### src/rtl/arm_mc_controller.sv
// rtl/arm_mc_controller.sv - multicycle ARM control unit: state sequencing, decode, NZCV flags, condition gating
`timescale 1ns/1ps
module arm_mc_controller #(
   parameter int COND_EN = 1,
   parameter int STATE_W = 4
) (
   input  logic        clk,
   input  logic        reset,
   input  logic [19:0] Instr,
   input  logic [3:0]  ALUFlags,
   output logic        PCWrite,
   output logic        AdrSrc,
   output logic        MemWrite,
   output logic        IRWrite,
   output logic        RegWrite,
   output logic [1:0]  ResultSrc,
   output logic        ALUSrcA,
   output logic [1:0]  ALUSrcB,
   output logic [1:0]  ImmSrc,
   output logic [1:0]  RegSrc,
   output logic [2:0]  ALUControl
);

   typedef enum logic [STATE_W-1:0] {
      FETCH, DECODE, MEMADR, MEMRD, MEMWB, MEMWR, EXECR, EXECI, ALUWB, BRANCH
   } state_t;

   state_t     state_q, state_d;
   logic [3:0] flags_q, flags_d;

   // Instr holds IR[31:12]; field offsets below are relative to bit 12.
   logic [3:0] cond, cmd, rd;
   logic [1:0] op;
   logic       i_bit, s_bit, u_bit;
   logic       unused_rn;

   assign cond      = Instr[19:16];
   assign op        = Instr[15:14];
   assign i_bit     = Instr[13];
   assign cmd       = Instr[12:9];
   assign u_bit     = Instr[11];
   assign s_bit     = Instr[8];
   assign rd        = Instr[3:0];
   assign unused_rn = ^Instr[7:4];

   logic [2:0] alu_dp;
   logic       dp_arith, dp_cmp, dp_nowrite;

   always_comb begin
      alu_dp     = 3'b000;
      dp_arith   = 1'b0;
      dp_cmp     = 1'b0;
      dp_nowrite = 1'b0;
      case (cmd)
         4'b0100: dp_arith = 1'b1;
         4'b0010: begin alu_dp = 3'b001; dp_arith = 1'b1; end
         4'b0000: alu_dp = 3'b010;
         4'b1100: alu_dp = 3'b011;
         4'b1010: begin alu_dp = 3'b001; dp_arith = 1'b1; dp_cmp = 1'b1; dp_nowrite = 1'b1; end
         default: dp_nowrite = 1'b1;
      endcase
   end

   logic flag_n, flag_z, flag_c, flag_v;
   logic cond_ok, cond_ex;

   assign {flag_n, flag_z, flag_c, flag_v} = flags_q;

   always_comb begin
      cond_ok = 1'b0;
      case (cond)
         4'b0000: cond_ok = flag_z;
         4'b0001: cond_ok = ~flag_z;
         4'b0010: cond_ok = flag_c;
         4'b0011: cond_ok = ~flag_c;
         4'b0100: cond_ok = flag_n;
         4'b0101: cond_ok = ~flag_n;
         4'b0110: cond_ok = flag_v;
         4'b0111: cond_ok = ~flag_v;
         4'b1000: cond_ok = flag_c & ~flag_z;
         4'b1001: cond_ok = ~flag_c | flag_z;
         4'b1010: cond_ok = (flag_n == flag_v);
         4'b1011: cond_ok = (flag_n != flag_v);
         4'b1100: cond_ok = ~flag_z & (flag_n == flag_v);
         4'b1101: cond_ok = flag_z | (flag_n != flag_v);
         4'b1110: cond_ok = 1'b1;
         default: cond_ok = 1'b0;
      endcase
   end

   assign cond_ex = (COND_EN != 0) ? cond_ok : 1'b1;

   always_ff @(posedge clk) begin
      if (!reset) begin
         state_q <= FETCH;
         flags_q <= 4'b0000;
      end else begin
         state_q <= state_d;
         flags_q <= flags_d;
      end
   end

   always_comb begin
      state_d = FETCH;
      case (state_q)
         FETCH:  state_d = DECODE;
         DECODE: begin
            case (op)
               2'b01:   state_d = MEMADR;
               2'b00:   state_d = i_bit ? EXECI : EXECR;
               2'b10:   state_d = BRANCH;
               default: state_d = FETCH;
            endcase
         end
         MEMADR: state_d = s_bit ? MEMRD : MEMWR;
         MEMRD:  state_d = MEMWB;
         EXECR:  state_d = ALUWB;
         EXECI:  state_d = ALUWB;
         default: state_d = FETCH;
      endcase
   end

   // Flags see the execute-cycle ALU result; C,V only meaningful for arithmetic ops.
   always_comb begin
      flags_d = flags_q;
      if ((state_q == EXECR || state_q == EXECI) && cond_ex && (s_bit || dp_cmp)) begin
         flags_d[3:2] = ALUFlags[3:2];
         if (dp_arith) flags_d[1:0] = ALUFlags[1:0];
      end
   end

   always_comb begin
      PCWrite    = 1'b0;
      AdrSrc     = 1'b0;
      MemWrite   = 1'b0;
      IRWrite    = 1'b0;
      RegWrite   = 1'b0;
      ResultSrc  = 2'b00;
      ALUSrcA    = 1'b0;
      ALUSrcB    = 2'b00;
      ImmSrc     = op;
      RegSrc     = 2'b00;
      ALUControl = 3'b000;
      case (state_q)
         FETCH: begin
            IRWrite   = 1'b1;
            PCWrite   = 1'b1;
            ALUSrcA   = 1'b1;
            ALUSrcB   = 2'b10;
            ResultSrc = 2'b10;
         end
         DECODE: begin
            ALUSrcA   = 1'b1;
            ALUSrcB   = 2'b10;
            ResultSrc = 2'b10;
         end
         MEMADR: begin
            ALUSrcB    = 2'b01;
            ALUControl = u_bit ? 3'b000 : 3'b001;
            RegSrc     = 2'b10;
         end
         MEMRD:  AdrSrc = 1'b1;
         MEMWR: begin
            AdrSrc   = 1'b1;
            MemWrite = cond_ex;
            RegSrc   = 2'b10;
         end
         MEMWB: begin
            ResultSrc = 2'b01;
            RegWrite  = cond_ex;
         end
         EXECR:  ALUControl = alu_dp;
         EXECI: begin
            ALUSrcB    = 2'b01;
            ALUControl = alu_dp;
         end
         ALUWB: begin
            RegWrite = cond_ex & ~dp_nowrite;
            PCWrite  = cond_ex & ~dp_nowrite & (rd == 4'd15);
         end
         BRANCH: begin
            ALUSrcB   = 2'b01;
            ResultSrc = 2'b10;
            RegSrc    = 2'b01;
            PCWrite   = cond_ex;
         end
         default: ;
      endcase
      if (!reset) begin
         PCWrite  = 1'b0;
         IRWrite  = 1'b0;
         RegWrite = 1'b0;
         MemWrite = 1'b0;
      end
   end

endmodule

### config.mk
export PLATFORM = sky130hd
export DESIGN_NAME = arm_mc_controller
export DESIGN_NICKNAME = d
export VERILOG_FILES = /design/src/rtl/arm_mc_controller.sv
export SDC_FILE = /design/constraint.sdc
export NUM_CORES = 1
export LEC_CHECK = 0
export CAP_MARGIN = 30
export CORE_UTILIZATION = 39
export CTS_CLUSTER_DIAMETER = 30
export CTS_CLUSTER_SIZE = 10
export DETAILED_ROUTE_END_ITERATION = 8
export GPL_TIMING_DRIVEN = 0
export PLACE_DENSITY = 0.79
export SKIP_CTS_REPAIR_TIMING = 1
export SYNTH_ARGS = -nofsm -noshare
export SYNTH_HDL_FRONTEND = slang
export SYNTH_SLANG_ARGS = --single-unit
### constraint.sdc
create_clock -name clk -period 2.2 [get_ports clk]
set_input_delay 0.44 -clock clk [delete_from_list [all_inputs] [get_ports clk]]
set_output_delay 0.44 -clock clk [all_outputs]
set_load 0.01 [all_outputs]
* Word-level counts from Yosys, hierarchy flattened
Index checks and enable logic that the tools add are counted.
Word-level totals: register bits after elaboration 8, word-level logic and storage cells 86
Operators by class: equality and inequality tests 32, muxes and demuxes 23, bitwise gates (word level) 10, reduce and logical (&&, ||, !) cells 18
Operators by type and width (number):
- 4-bit == test, second input constant | 12
- 4-bit by 3-bit == test with 1-bit output, second input constant | 9
- 4-bit by 2-bit == test with 1-bit output, second input constant | 5
- 4-bit case mux with 5 select lines | 1
- 1-bit case mux with 15 select lines | 1
- 4-bit zero test | 3
- 1-bit two-way mux | 12
- 2-bit case mux with 2 select lines | 3
- 4-bit case mux with 3 select lines | 1
- 2-bit OR reduction | 5
- 3-bit OR reduction | 3
- 4-bit by 1-bit == test with 1-bit output, second input constant | 2
- 2-bit case mux with 3 select lines | 1
- 3-bit case mux with 2 select lines | 1
- 1-bit AND | 4
- 1-bit NOT | 4
- 4-bit OR reduction | 1
- 3-bit two-way mux | 1
- 1-bit case mux with 3 select lines | 1
- 2-bit by 1-bit == test with 1-bit output, second input constant | 1
- 2-bit == test, second input constant | 1
- 1-bit logical AND | 2
- 2-bit zero test | 1
- 1-bit logical OR | 2
- 5 further kinds | 6

* Logic depth before layout (Yosys ltp)
depth after elaboration 7, mapped depth 7

* Worst setup path before layout
OpenSTA, ideal clock, no wires.
path kind input port to output port, from in Instr[19], to out PCWrite, data arrival time 1.496 ns, setup slack 0.264 ns, cell stages on the path 7, path through buf_6 nor3b_1 o21ai_0 a31oi_1 nor3_2 nand2_1 a31o_1
Between the ends: longest elaborated chain between the ends 6, elaborated cells between the ends (all ways) 20, classes of those cells eq/ne (14); mux (3); bitwise (2); reduce/logical (1)
Ends and longest elaborated chain:
- start: declaration | RTL line 9 | input logic [19:0] Instr,
- 4-bit == test (tied with other cells) | RTL line 71 | case (cond)
- 1-bit case mux with 15 select lines (*) | RTL line 71
- 1-bit AND (2 in a row) | RTL line 179 | PCWrite = cond_ex & ~dp_nowrite & (rd == 4'd15);
- 1-bit case mux with 3 select lines (*) | RTL line 144 | case (state_q)
- 1-bit two-way mux (*) | RTL line 189 | if (!reset) begin
- end: declaration | RTL line 11 | output logic PCWrite,
Mark *: on every way between the ends. The rest lies on a longest branch, timed or not.

* Worst setup path in the final report
from in Instr[16], to out PCWrite
Same word-level chain as after synthesis.

==> impl_metrics.yaml <==
outcome:
  status: "complete, but fails checks"
  violations: "setup timing"
power_and_ir_drop:
  powerDensity_nw_per_um2: 350
  p_leak_nw: 0.614
  ir_drop_mv: 0.307
worst_hold_path:
  min_from: "flags_q[0]"
  worst_hold_path_type: "flip-flop to flip-flop"
  holdPathEnd: "flags_q[0]"
  holdPathStages: 2
critical_path:
  worstPathArrival_ns: 1.88
  path_class: "input pin to primary output"
  crit_chain: "buf_8 -> nor4bb_4 -> a31oi_1 -> a21oi_1 -> nor3_2 -> nand2_1 -> buf_4 -> a31o_1 -> clkbuf_2"
  r2r-end: "flags_q[0]"
  reg2reg_from: "flags_q[3]"
  path_max_fanout: 7
  endpoint_kind: "primary output"
  rr_worst_depth: 7
  cpPeakStageDelay_ns: 0.29
  crit_slowest_cell: "nor3_2"
  critPathLaunchType: "input pin"
  required_ns: 1.76
  reg2reg_setup_slack_ns: 0.63
timing:
  rsz0062_at_grt: "true"
  period_needed_ns: 2.32
  finalSetupViolCount: 2
  timing.final.crit_share_pct: 105
  skew_ns: 0.00880
  layout_setup_ws_ns: -0.116
  slew_violations: 0
  hold_violations: 0
  clock.fmax_mhz: 432
  worst_hold_slack_ns: 0.505
clock_tree:
  cts-buffers-inserted: 3
  cts_tree: "yes"
  cts_sinks: 8
  clk_path_buf_depth: 2
  cts_max_level: 1
  ctsRootBufferMaster: "clkbuf_4"
  clk_pin_slew_worst_paths_ns: 0.06
  insertion_delay_ns: 0.25
routing:
  drt_first_pass_iters: 4
  wl_per_cell_um: 12.1
  detail_route.iter0.violations: 15
  wirelength_um: 2300
  antenna_left: 0
  vias: 982
  drc: 0
  viasPerCell: 5.17
yosys:
  seq_area_frac_synth_pct: 19.1
  synth_cell_types: 34
  postSynthCellCount: 125
  synthMuxAreaShare_pct: 7.16
  yosys.area_share.xor_xnor_pct: 4.18
  synthFlopType: "dfxtp_1"
  netlist_area_um2: 838
  synth_adder_area_share_pct: 0
  synthArstFlopShare_pct: 0
  synth-simple-area-share_pct: 40.4
  synth_compound_area_share_pct: 19.3
  synth_top_family_by_area: "simple AND/OR/NAND/NOR gates"
  avgSynthCellArea_um2: 6.71
  synth_seq_cells: 8
  synth_nets: 151
  synth_edf_count: 0
  yosysWarnings: 0
floorplanning:
  fp.dieH_um: 48.4
  coreArea_um2: 1980
  pin_count: 43
  start_util_pct: 42.3
  die_w_um: 48.4
  rows: 16
  dieArea_um2: 2340
place:
  dp_hpwl_um: 1690
  globalplace.congestion: 0.837
  io_buffers: 34
  post-place-ws_ns: -0.840
grt:
  antenna_found_initial: 0
  grt_pass1_wl_um: 3550
  grt_max_degree: 11
  grt.overflow.total: 0
  grt_pass1_vias: 897
  track_usage_pct: 18.4
cells_and_area:
  syn_to_final_growth_pct: 60.9
  fillers: 161
  antenna_cells: 0
  final_nets: 191
  drive_gt1_share_pct: 21.5
run:
  drv_cap: 0
-- critical path, delay by kind of cell --
kind / cells / cell delay [ns]
AOI/OAI and AO/OA: 3 / 0.46
buffers and inverters: 3 / 0.39
and+or+nand+nor: 3 / 0.59
-- metrics by stage --
| stage | instance area [µm²] | TNS, ns | utilization (%) | std cells | power (mW) |
|---|---|---|---|---|---|
| floorplan | 838 | 0 | - | 125 | 0.256 |
| CTS | 1230 | -3.85 | 62.3 | 189 | 0.454 |
| detailed placement | 1210 | -2.93 | 61.2 | 186 | 0.346 |
| global placement | 1210 | -2.67 | 61.2 | 186 | 0.344 |
| global route | 1350 | -0.256 | 68.1 | 190 | 0.497 |
| finish | 1350 | -0.138 | 68.1 | 190 | 0.472 |
-- kinds of logic after synthesis --
| family | count (synthesis) |
|---|---|
| buffers and inverters | 14 |
| other | 1 |
| flip-flops | 8 |
| AND/OR/NAND/NOR | 66 |
| XOR/XNOR | 4 |
| multiplexers | 6 |
| AO/OA/AOI/OAI | 26 |
-- metal layers --
| metal | GRT usage (%) | vias up | wire length (µm) |
|---|---|---|---|
| met1 | 21.6 | 450 | 981 |
| met3 | 1.57 | 0 | 107 |
| li1 | - | 502 | - |
| met2 | 36.2 | 30 | 1210 |
| met5 | 0 | - | 0 |
| met4 | 2.94 | 0 | 0 |
-- power breakdown --
part | internal [mW] | switching (mW)
Combinational | 0.113 | 0.0894
Clock | 0.0623 | 0.0484
Sequential | 0.148 | 0.00992
-- area by class of cell --
type | instances | area, µm² | area share (%)
inverters | 3 | 11.3 | 0.835
clock buffers | 3 | 22.5 | 1.67
multi-input cells | 103 | 651 | 48.2
flip-flops and latches | 8 | 173 | 12.8
repair buffers | 36 | 368 | 27.3
well taps | 27 | 33.8 | 2.50
plain buffers | 10 | 90.1 | 6.68
-- state kept, by name, summed over array words and instances, names as in the netlist --
register,flops
flags_q,4
state_q,4
-- cells in the final DEF, fill, tap and decap left out, drive strengths merged, types with 2 or more instances in the layout --
cell	n
clkdlybuf4s50	24
nand2	18
nor2	18
buf	12
a21oi	11
nor3	9
dfxtp	8
dlymetal6s2s	7
o21ai	7
mux2i	6
clkbuf	6
nand2b	5
nor2b	4
inv	3
a31oi	3
and3b	2
xor2	2
xnor2	2
nand3b	2
nand3	2
a31o	2
-- worst max-delay path by stage --
stage | from | end | slack [ns] | depth (start not counted)
floorplan | Instr[19] | PCWrite | 0.26 | 7
global placement | Instr[16] | PCWrite | -0.78 | 8
detailed placement | Instr[16] | PCWrite | -0.84 | 8
CTS | Instr[16] | PCWrite | -0.85 | 8
global route | flags_q[2] | PCWrite | -0.17 | 8
finish | Instr[16] | PCWrite | -0.12 | 9
-- synthesized netlist by cell type, drive strengths merged, types with 3 or more instances --
| cell type | n | area (µm²) |
|---|---|---|
| nor2b | 4 | 25.0 |
| nand2b | 5 | 31.3 |
| nand2 | 18 | 67.6 |
| o21ai | 7 | 38.8 |
| dfxtp | 8 | 160 |
| a21oi | 11 | 62.6 |
| nor2 | 18 | 67.6 |
| clkbuf | 5 | 18.8 |
| inv | 3 | 11.3 |
| a31oi | 3 | 18.8 |
| nor3 | 9 | 50.1 |
| mux2i | 6 | 60.1 |
| buf | 6 | 48.8 |
No activity file was read; power rests on OpenSTA's default activity.
